==> src/rtl/port_queue.sv <==
// port_queue: per-port show-ahead payload FIFO with address match and saturating drop counter
module port_queue #(
  parameter logic [2:0] PORT_ID = 3'd7,
  parameter int DEPTH = 8,
  parameter int WIDTH = 32
) (
  input  logic                     clock,
  input  logic                     reset_n,
  input  logic                     vld,
  input  logic [3:0]               addr,
  input  logic [WIDTH-1:0]         payload,
  input  logic                     pop,
  output logic [WIDTH-1:0]         dout,
  output logic                     rdy,
  output logic                     full,
  output logic [$clog2(DEPTH):0]   count,
  output logic [7:0]               drop_cnt
);
  localparam int AW = $clog2(DEPTH);
  localparam logic [AW:0] FULL_CNT = (AW+1)'(DEPTH);
  logic [WIDTH-1:0] mem [DEPTH];
  logic [AW-1:0] wr_ptr, rd_ptr;
  logic hit, pop_ok, push, drop;
  always_comb begin
    rdy = count != '0;
    full = count == FULL_CNT;
    dout = rdy ? mem[rd_ptr] : '0;
    hit = vld && addr == {1'b0, PORT_ID};
    pop_ok = pop && rdy;
    push = hit && (!full || pop_ok);
    drop = hit && full && !pop_ok;
  end
  // Head is read combinationally before this edge's write, so a full-queue push+pop into the freed slot is safe.
  always_ff @(posedge clock)
    if (push) mem[wr_ptr] <= payload;
  always_ff @(posedge clock) begin
    if (!reset_n) begin
      wr_ptr <= '0;
      rd_ptr <= '0;
      count <= '0;
      drop_cnt <= '0;
    end else begin
      wr_ptr <= push ? wr_ptr + 1'b1 : wr_ptr;
      rd_ptr <= pop_ok ? rd_ptr + 1'b1 : rd_ptr;
      count <= (push && !pop_ok) ? count + 1'b1 : (pop_ok && !push) ? count - 1'b1 : count;
      drop_cnt <= (drop && drop_cnt != 8'hFF) ? drop_cnt + 1'b1 : drop_cnt;
    end
  end
endmodule

==> config.mk <==
export PLATFORM = sky130hd
export DESIGN_NAME = port_queue
export DESIGN_NICKNAME = d
export VERILOG_FILES = /design/src/rtl/port_queue.sv
export SDC_FILE = /design/constraint.sdc
export NUM_CORES = 1
export LEC_CHECK = 0
export CAP_MARGIN = 20
export CORE_MARGIN = 2
export CORE_UTILIZATION = 40
export DETAILED_ROUTE_END_ITERATION = 6
export SLEW_MARGIN = 0
export SYNTH_ARGS = -nofsm -noshare
export SYNTH_HDL_FRONTEND = slang
export SYNTH_SLANG_ARGS = --single-unit
==> constraint.sdc <==
create_clock -name clock -period 4.8 [get_ports clock]
set_input_delay 0.96 -clock clock [delete_from_list [all_inputs] [get_ports clock]]
set_output_delay 0.96 -clock clock [all_outputs]
set_load 0.01 [all_outputs]
# Yosys cells after proc, flatten, opt, wreduce, memory -nomap -nowiden
# Memory sizes are Yosys's and may differ from the RTL's. A register that Yosys moved wholly into a read port is not among the register bits.
# Cells that the tools add are included.
[word_totals] reg_bits=18 ramBits=256 inputBits=40 output_inout_bits=46 word_cells=34 mem_count=1
[classes] n_addsub=5 eq_ne=3 muxes=7 reduce_logical=14
[memory_table] memory="mem" depth=8 word_bits=32 read_ports=1 rd_clocked_by_memory_dff=1 write_ports=1 line="21" rtl="logic [WIDTH-1:0] mem [DEPTH];"
[op_table] cell="$mux 32" count=1
[op_table] cell="$add 8x1->8 const B" count=1
[op_table] cell="$logic_and 1x1->1" count=8
[op_table] cell="$mux 4" count=2
[op_table] cell="$ne 8x8->1 const B" count=1
[op_table] cell="$add 3x1->3 const B" count=2
[op_table] cell="$mux 3" count=2
[op_table] cell="$add 4x1->4 const B" count=1
[op_table] cell="$eq 4x3->1 const B" count=1
[op_table] cell="$eq 4x4->1 const B" count=1
[op_table] cell="$reduce_bool 4->1" count=1
[op_table] cell="$sub 4x1->4 const B" count=1
[op_table] cell="$logic_not 1->1" count=3
[op_table] cell="$mux 1" count=2
[op_table] cell="$reduce_bool 2->1" count=1
[op_table] cell="$logic_or 1x1->1" count=1

# Longest topological paths before layout
[depth] depth_word=8 depth_mapped=10 depth_no_buf=10

# Worst setup path after synthesis
# OpenSTA, ideal clock, no wires.
[synth_timing] kind="input-to-reg" startpoint="in addr[3]" endpoint="mem mem[0][0], enable pin" setup_ps=461 t_arrival_ps=3861 required_ps=4339 setup_slack_ps=478 stages=4 n_path_buf=0 cell_sequence="and4b_1 o211a_2 nand2b_1 nor3_1"
[synth_via] elab_chain_len=5
[synth_rtl] item="start, declared" line="10" rtl="input logic [3:0] addr,"
[synth_rtl] item="$eq 4x3->1" line="28" rtl="hit = vld && addr == {1'b0, PORT_ID};"
[synth_rtl] item="$logic_and 1x1->1" line="28"
[synth_rtl] item="$logic_and 1x1->1" line="30" rtl="push = hit && (!full || pop_ok);"
[synth_rtl] item="net push" line="23" rtl="logic hit, pop_ok, push, drop;"
[synth_rtl] item="$mux 1" line="35" rtl="if (push) mem[wr_ptr] <= payload;"
[synth_rtl] item="$mux 1 (implied by the code)" line="35"
[synth_rtl] item="end, declared" line="21"
# The timed path passes the listed nets, and every way through them passes these cells.

==> results.rst <==
.. list-table::
   :header-rows: 1

   * - Metric
     - Value
   * - Count of routing violations after the opening detailed-route iteration
     - between 400 and 500
   * - Via/cell ratio
     - 5.32
   * - Die height
     - about 170 um
   * - Power density relative to cell area
     - between 400 and 500 nW/um^2
   * - DIE AREA
     - 28200 um^2
   * - Longest Clk Path Bufs
     - 3
   * - Hold WC Path Type
     - reg2reg
   * - Initial Utilization
     - 41.0%
   * - Number of gates given a new drive strength after cts
     - 0
   * - Number of enable-type register cells in the synthesized netlist
     - roughly 260
   * - WL final
     - 20.8 mm
   * - Most frequent cells after synthesis
     - 256 x sky130_fd_sc_hd__edfxtp_1, 64 x sky130_fd_sc_hd__mux4_2, 48 x sky130_fd_sc_hd__nor2_1, 35 x sky130_fd_sc_hd__mux2i_1, 21 x sky130_fd_sc_hd__dfxtp_1
   * - Clock root buffer master
     - sky130_fd_sc_hd__clkbuf_16
   * - Top cell type's share of synthesized area
     - 71.6%
   * - Count of nets left with antenna violations after detail routing
     - 0
   * - CP delay by family, top
     - buffers and inverters
   * - Overall Global Routing Usage
     - between 10% and 20%
   * - Count of TritonRoute iterations in the first routing pass
     - 4
   * - Standard cell core area
     - ~26000 um^2
   * - Clock sink count
     - 277
   * - Combined area of all synthesized cells
     - 10700 um^2
   * - Number of max-capacitance violations reported
     - 0
   * - Maximum level of the CTS H-tree
     - 1
   * - Worst path required time
     - 3.84 ns
   * - Routed wirelength normalized by instance count
     - 21.1 um
   * - Rows
     - slightly below 60
   * - Share of post-route cells with drive strength above 1
     - between 20% and 30%
   * - Leading area contributor after synthesis
     - sky130_fd_sc_hd__edfxtp_1
   * - Number of diodes added for antenna fixing
     - 0
   * - Clock latency of the later-clocked register in the worst-skew pair
     - ~0.53 ns
   * - Synthesis-to-layout area growth
     - 20.8%
   * - TritonCTS buffer count
     - 29
   * - Post-CTS setup-driven buffer insertion count
     - 0
   * - Chain of cells forming the critical path
     - buf_4 > mux4_2 > mux2i_1 > nor2_1 > clkdlybuf4s50_1
   * - Run status
     - finished clean
   * - Total via count after detailed routing
     - 5248
   * - Worst hold slack
     - just under 0.5 ns
   * - Antenna violations before repair
     - 0
   * - Post-Synthesis Net Count
     - 573
   * - Final TNS setup
     - 0 ns
   * - Final max-slew violation count
     - 0
   * - Worst slew margin relative to its limit
     - 29.6%
   * - Leakage power summed over all cells
     - 0.00402 uW
   * - Reg clk slew, reported paths
     - about 0.060 ns
   * - Cell types with the largest area share after synthesis
     - sky130_fd_sc_hd__edfxtp_1 72%, sky130_fd_sc_hd__mux4_2 13%, sky130_fd_sc_hd__dfxtp_1 3.9%
   * - Total Nets Final
     - 679
   * - Hold bufs inserted after CTS
     - 0
   * - Most frequently used cell type in the post-synthesis netlist
     - sky130_fd_sc_hd__edfxtp_1
   * - Unrepaired setup endpoints after global routing
     - false
   * - Pin count of the biggest net entering global routing
     - 65
   * - Largest fanout on the critical path
     - 28
   * - Final Hold Vio Count
     - 0
   * - Number of I/O pins
     - 86
   * - #FFs+latches synth
     - 277
   * - Sum of buffers and inverters on the critical path
     - 2
   * - Maximum clock skew at final layout
     - between 0.01 and 0.015 ns
   * - Worst VDD drop
     - about 0.25 mV
   * - Cell count after synthesis
     - between 500 and 600
   * - Peak clock frequency supported by timing
     - 0.260 GHz
   * - Placed wire-length estimate
     - 12.3 mm
   * - Number of unique standard cell types used by synthesis
     - 39
   * - Number of design rule violations left after detail routing
     - 0
   * - Global placement routability congestion
     - ~0.7
   * - Port bufs
     - 85
   * - CP Capture Type
     - primary output
   * - Primary flip-flop cell chosen by synthesis mapping
     - sky130_fd_sc_hd__edfxtp_1
   * - Overflow left after global routing
     - 0
   * - Sequential cell area fraction in the yosys report
     - approximately three quarters
   * - Wire length of the first global-routing pass
     - around 32 mm
   * - Synthesis warning total
     - 0
   * - Actual transition at the worst max-transition pin
     - 1.05 ns
   * - Crit Path Class
     - reg2out
   * - Share of the clock period used by the worst path after layout
     - between 80% and 90%
   * - Minimum clock period
     - ~3.8 ns
   * - Async set-reset flop share out of synthesis
     - 0%
   * - Via count of the first global-routing pass
     - ~5600
   * - Data arrival at the endpoint of the critical path
     - 2.88 ns
   * - Worst path slowest cell
     - sky130_fd_sc_hd__dfxtp_4
   * - Clock tree from TritonCTS
     - done
   * - Mean Syn Cell Area
     - 20.4 um^2
   * - Power Total
     - between 6000 and 7000 uW
   * - Crit-path max cell delay
     - roughly 0.73 ns
   * - X dimension of the die
     - 168 um
   * - Startpoint type of the worst setup path
     - register
   * - Number of endpoints failing setup at the final stage
     - 0
-- placed cells by master (no fill, tap or decap), types with 7 or more instances in the layout --
| cell type | Yosys | final |
|---|---|---|
| sky130_fd_sc_hd__clkinv_1 | 1 | 7 |
| sky130_fd_sc_hd__dfxtp_1 | 21 | 18 |
| sky130_fd_sc_hd__a21oi_1 | 11 | 11 |
| sky130_fd_sc_hd__buf_4 | 0 | 12 |
| sky130_fd_sc_hd__clkdlybuf4s50_1 | 0 | 85 |
| sky130_fd_sc_hd__nand2_1 | 7 | 7 |
| sky130_fd_sc_hd__mux4_2 | 64 | 64 |
| sky130_fd_sc_hd__nand3_1 | 7 | 7 |
| sky130_fd_sc_hd__edfxtp_1 | 256 | 256 |
| sky130_fd_sc_hd__mux2i_1 | 35 | 35 |
| sky130_fd_sc_hd__nor2_1 | 48 | 42 |
| sky130_fd_sc_hd__clkbuf_16 | 0 | 29 |
| sky130_fd_sc_hd__clkinv_2 | 1 | 10 |
-- tightest hold or removal path, delay by kind of cell (launching register included) --
family | cells | cell delay (ns)
compound gates | 1 | 0.07
flops | 1 | 0.32
simple gates | 1 | 0.06
-- flip-flops by register name, summed over array words and instances, names as in the netlist, named ones only --
register	flops
drop_cnt	8
count	4
mem	256
wr_ptr	3
rd_ptr	3
-- power by group --
group | total [uW] | internal, uW | switching, uW
clock | 1990 | 1150 | 842
sequential | 2820 | 2670 | 150
combinational | 1600 | 907 | 691
-- kinds of logic after synthesis --
| logic type | after synthesis | synth area share (%) |
|---|---|---|
| and+or+nand+nor | 84 | 3.88 |
| muxes | 99 | 16.7 |
| DFF | 277 | 75.6 |
| xor gates and xnor gates | 4 | 0.327 |
| adders and majority gates | 7 | 0.886 |
| AOI/OAI and AO/OA | 25 | 1.52 |
| buffers and inverters | 30 | 1.14 |
-- area by class of cell --
cell class | count | area (um^2)
Fill cell | 2095 | 13200
Sequential cell | 277 | 8120
Multi-Input combinational cell | 219 | 2560
Timing Repair Buffer | 100 | 1010
Clock buffer | 34 | 744
Tap cell | 335 | 419
Clock inverter | 16 | 97.6
Inverter | 5 | 20.0
-- stage by stage --
stage          setup WS [ns]  instance area (um^2)  std cells  utilization (%)
2_1_floorplan          0.478                 10700        526                -
3_3_place_gp            1.22                 12100        934             46.1
3_5_place_dp            1.20                 12100        934             46.1
4_1_cts                0.837                 12900        984             49.3
5_1_grt                0.735                 13000        986             49.5
6_report               0.959                 13000        986             49.5
-- per-layer routing --
metal | track usage [%] | part of all wire, % | vias up
li1 | - | - | 2363
met1 | 20.1 | 44 | 2730
met2 | 25.4 | 50 | 117
met3 | 2.19 | 3.7 | 38
met4 | 3.82 | 2.3 | 0
met5 | 0 | 0 | -
-- path summary, 6_finish.rpt --
path                                              from  cells past startpoint                     to  slack (ns)
worst max-delay path                          register                      5               dout[22]        0.96
worst min-delay path            rd_ptr[1]$_SDFFE_PN0N_                      2               register        0.49
worst max register to register   count[0]$_SDFFE_PN0P_                     11  count[3]$_SDFFE_PN0P_        1.97
worst min register to register  rd_ptr[1]$_SDFFE_PN0N_                      2               register        0.49
Note: power is estimated with default switching activity, not from simulation.
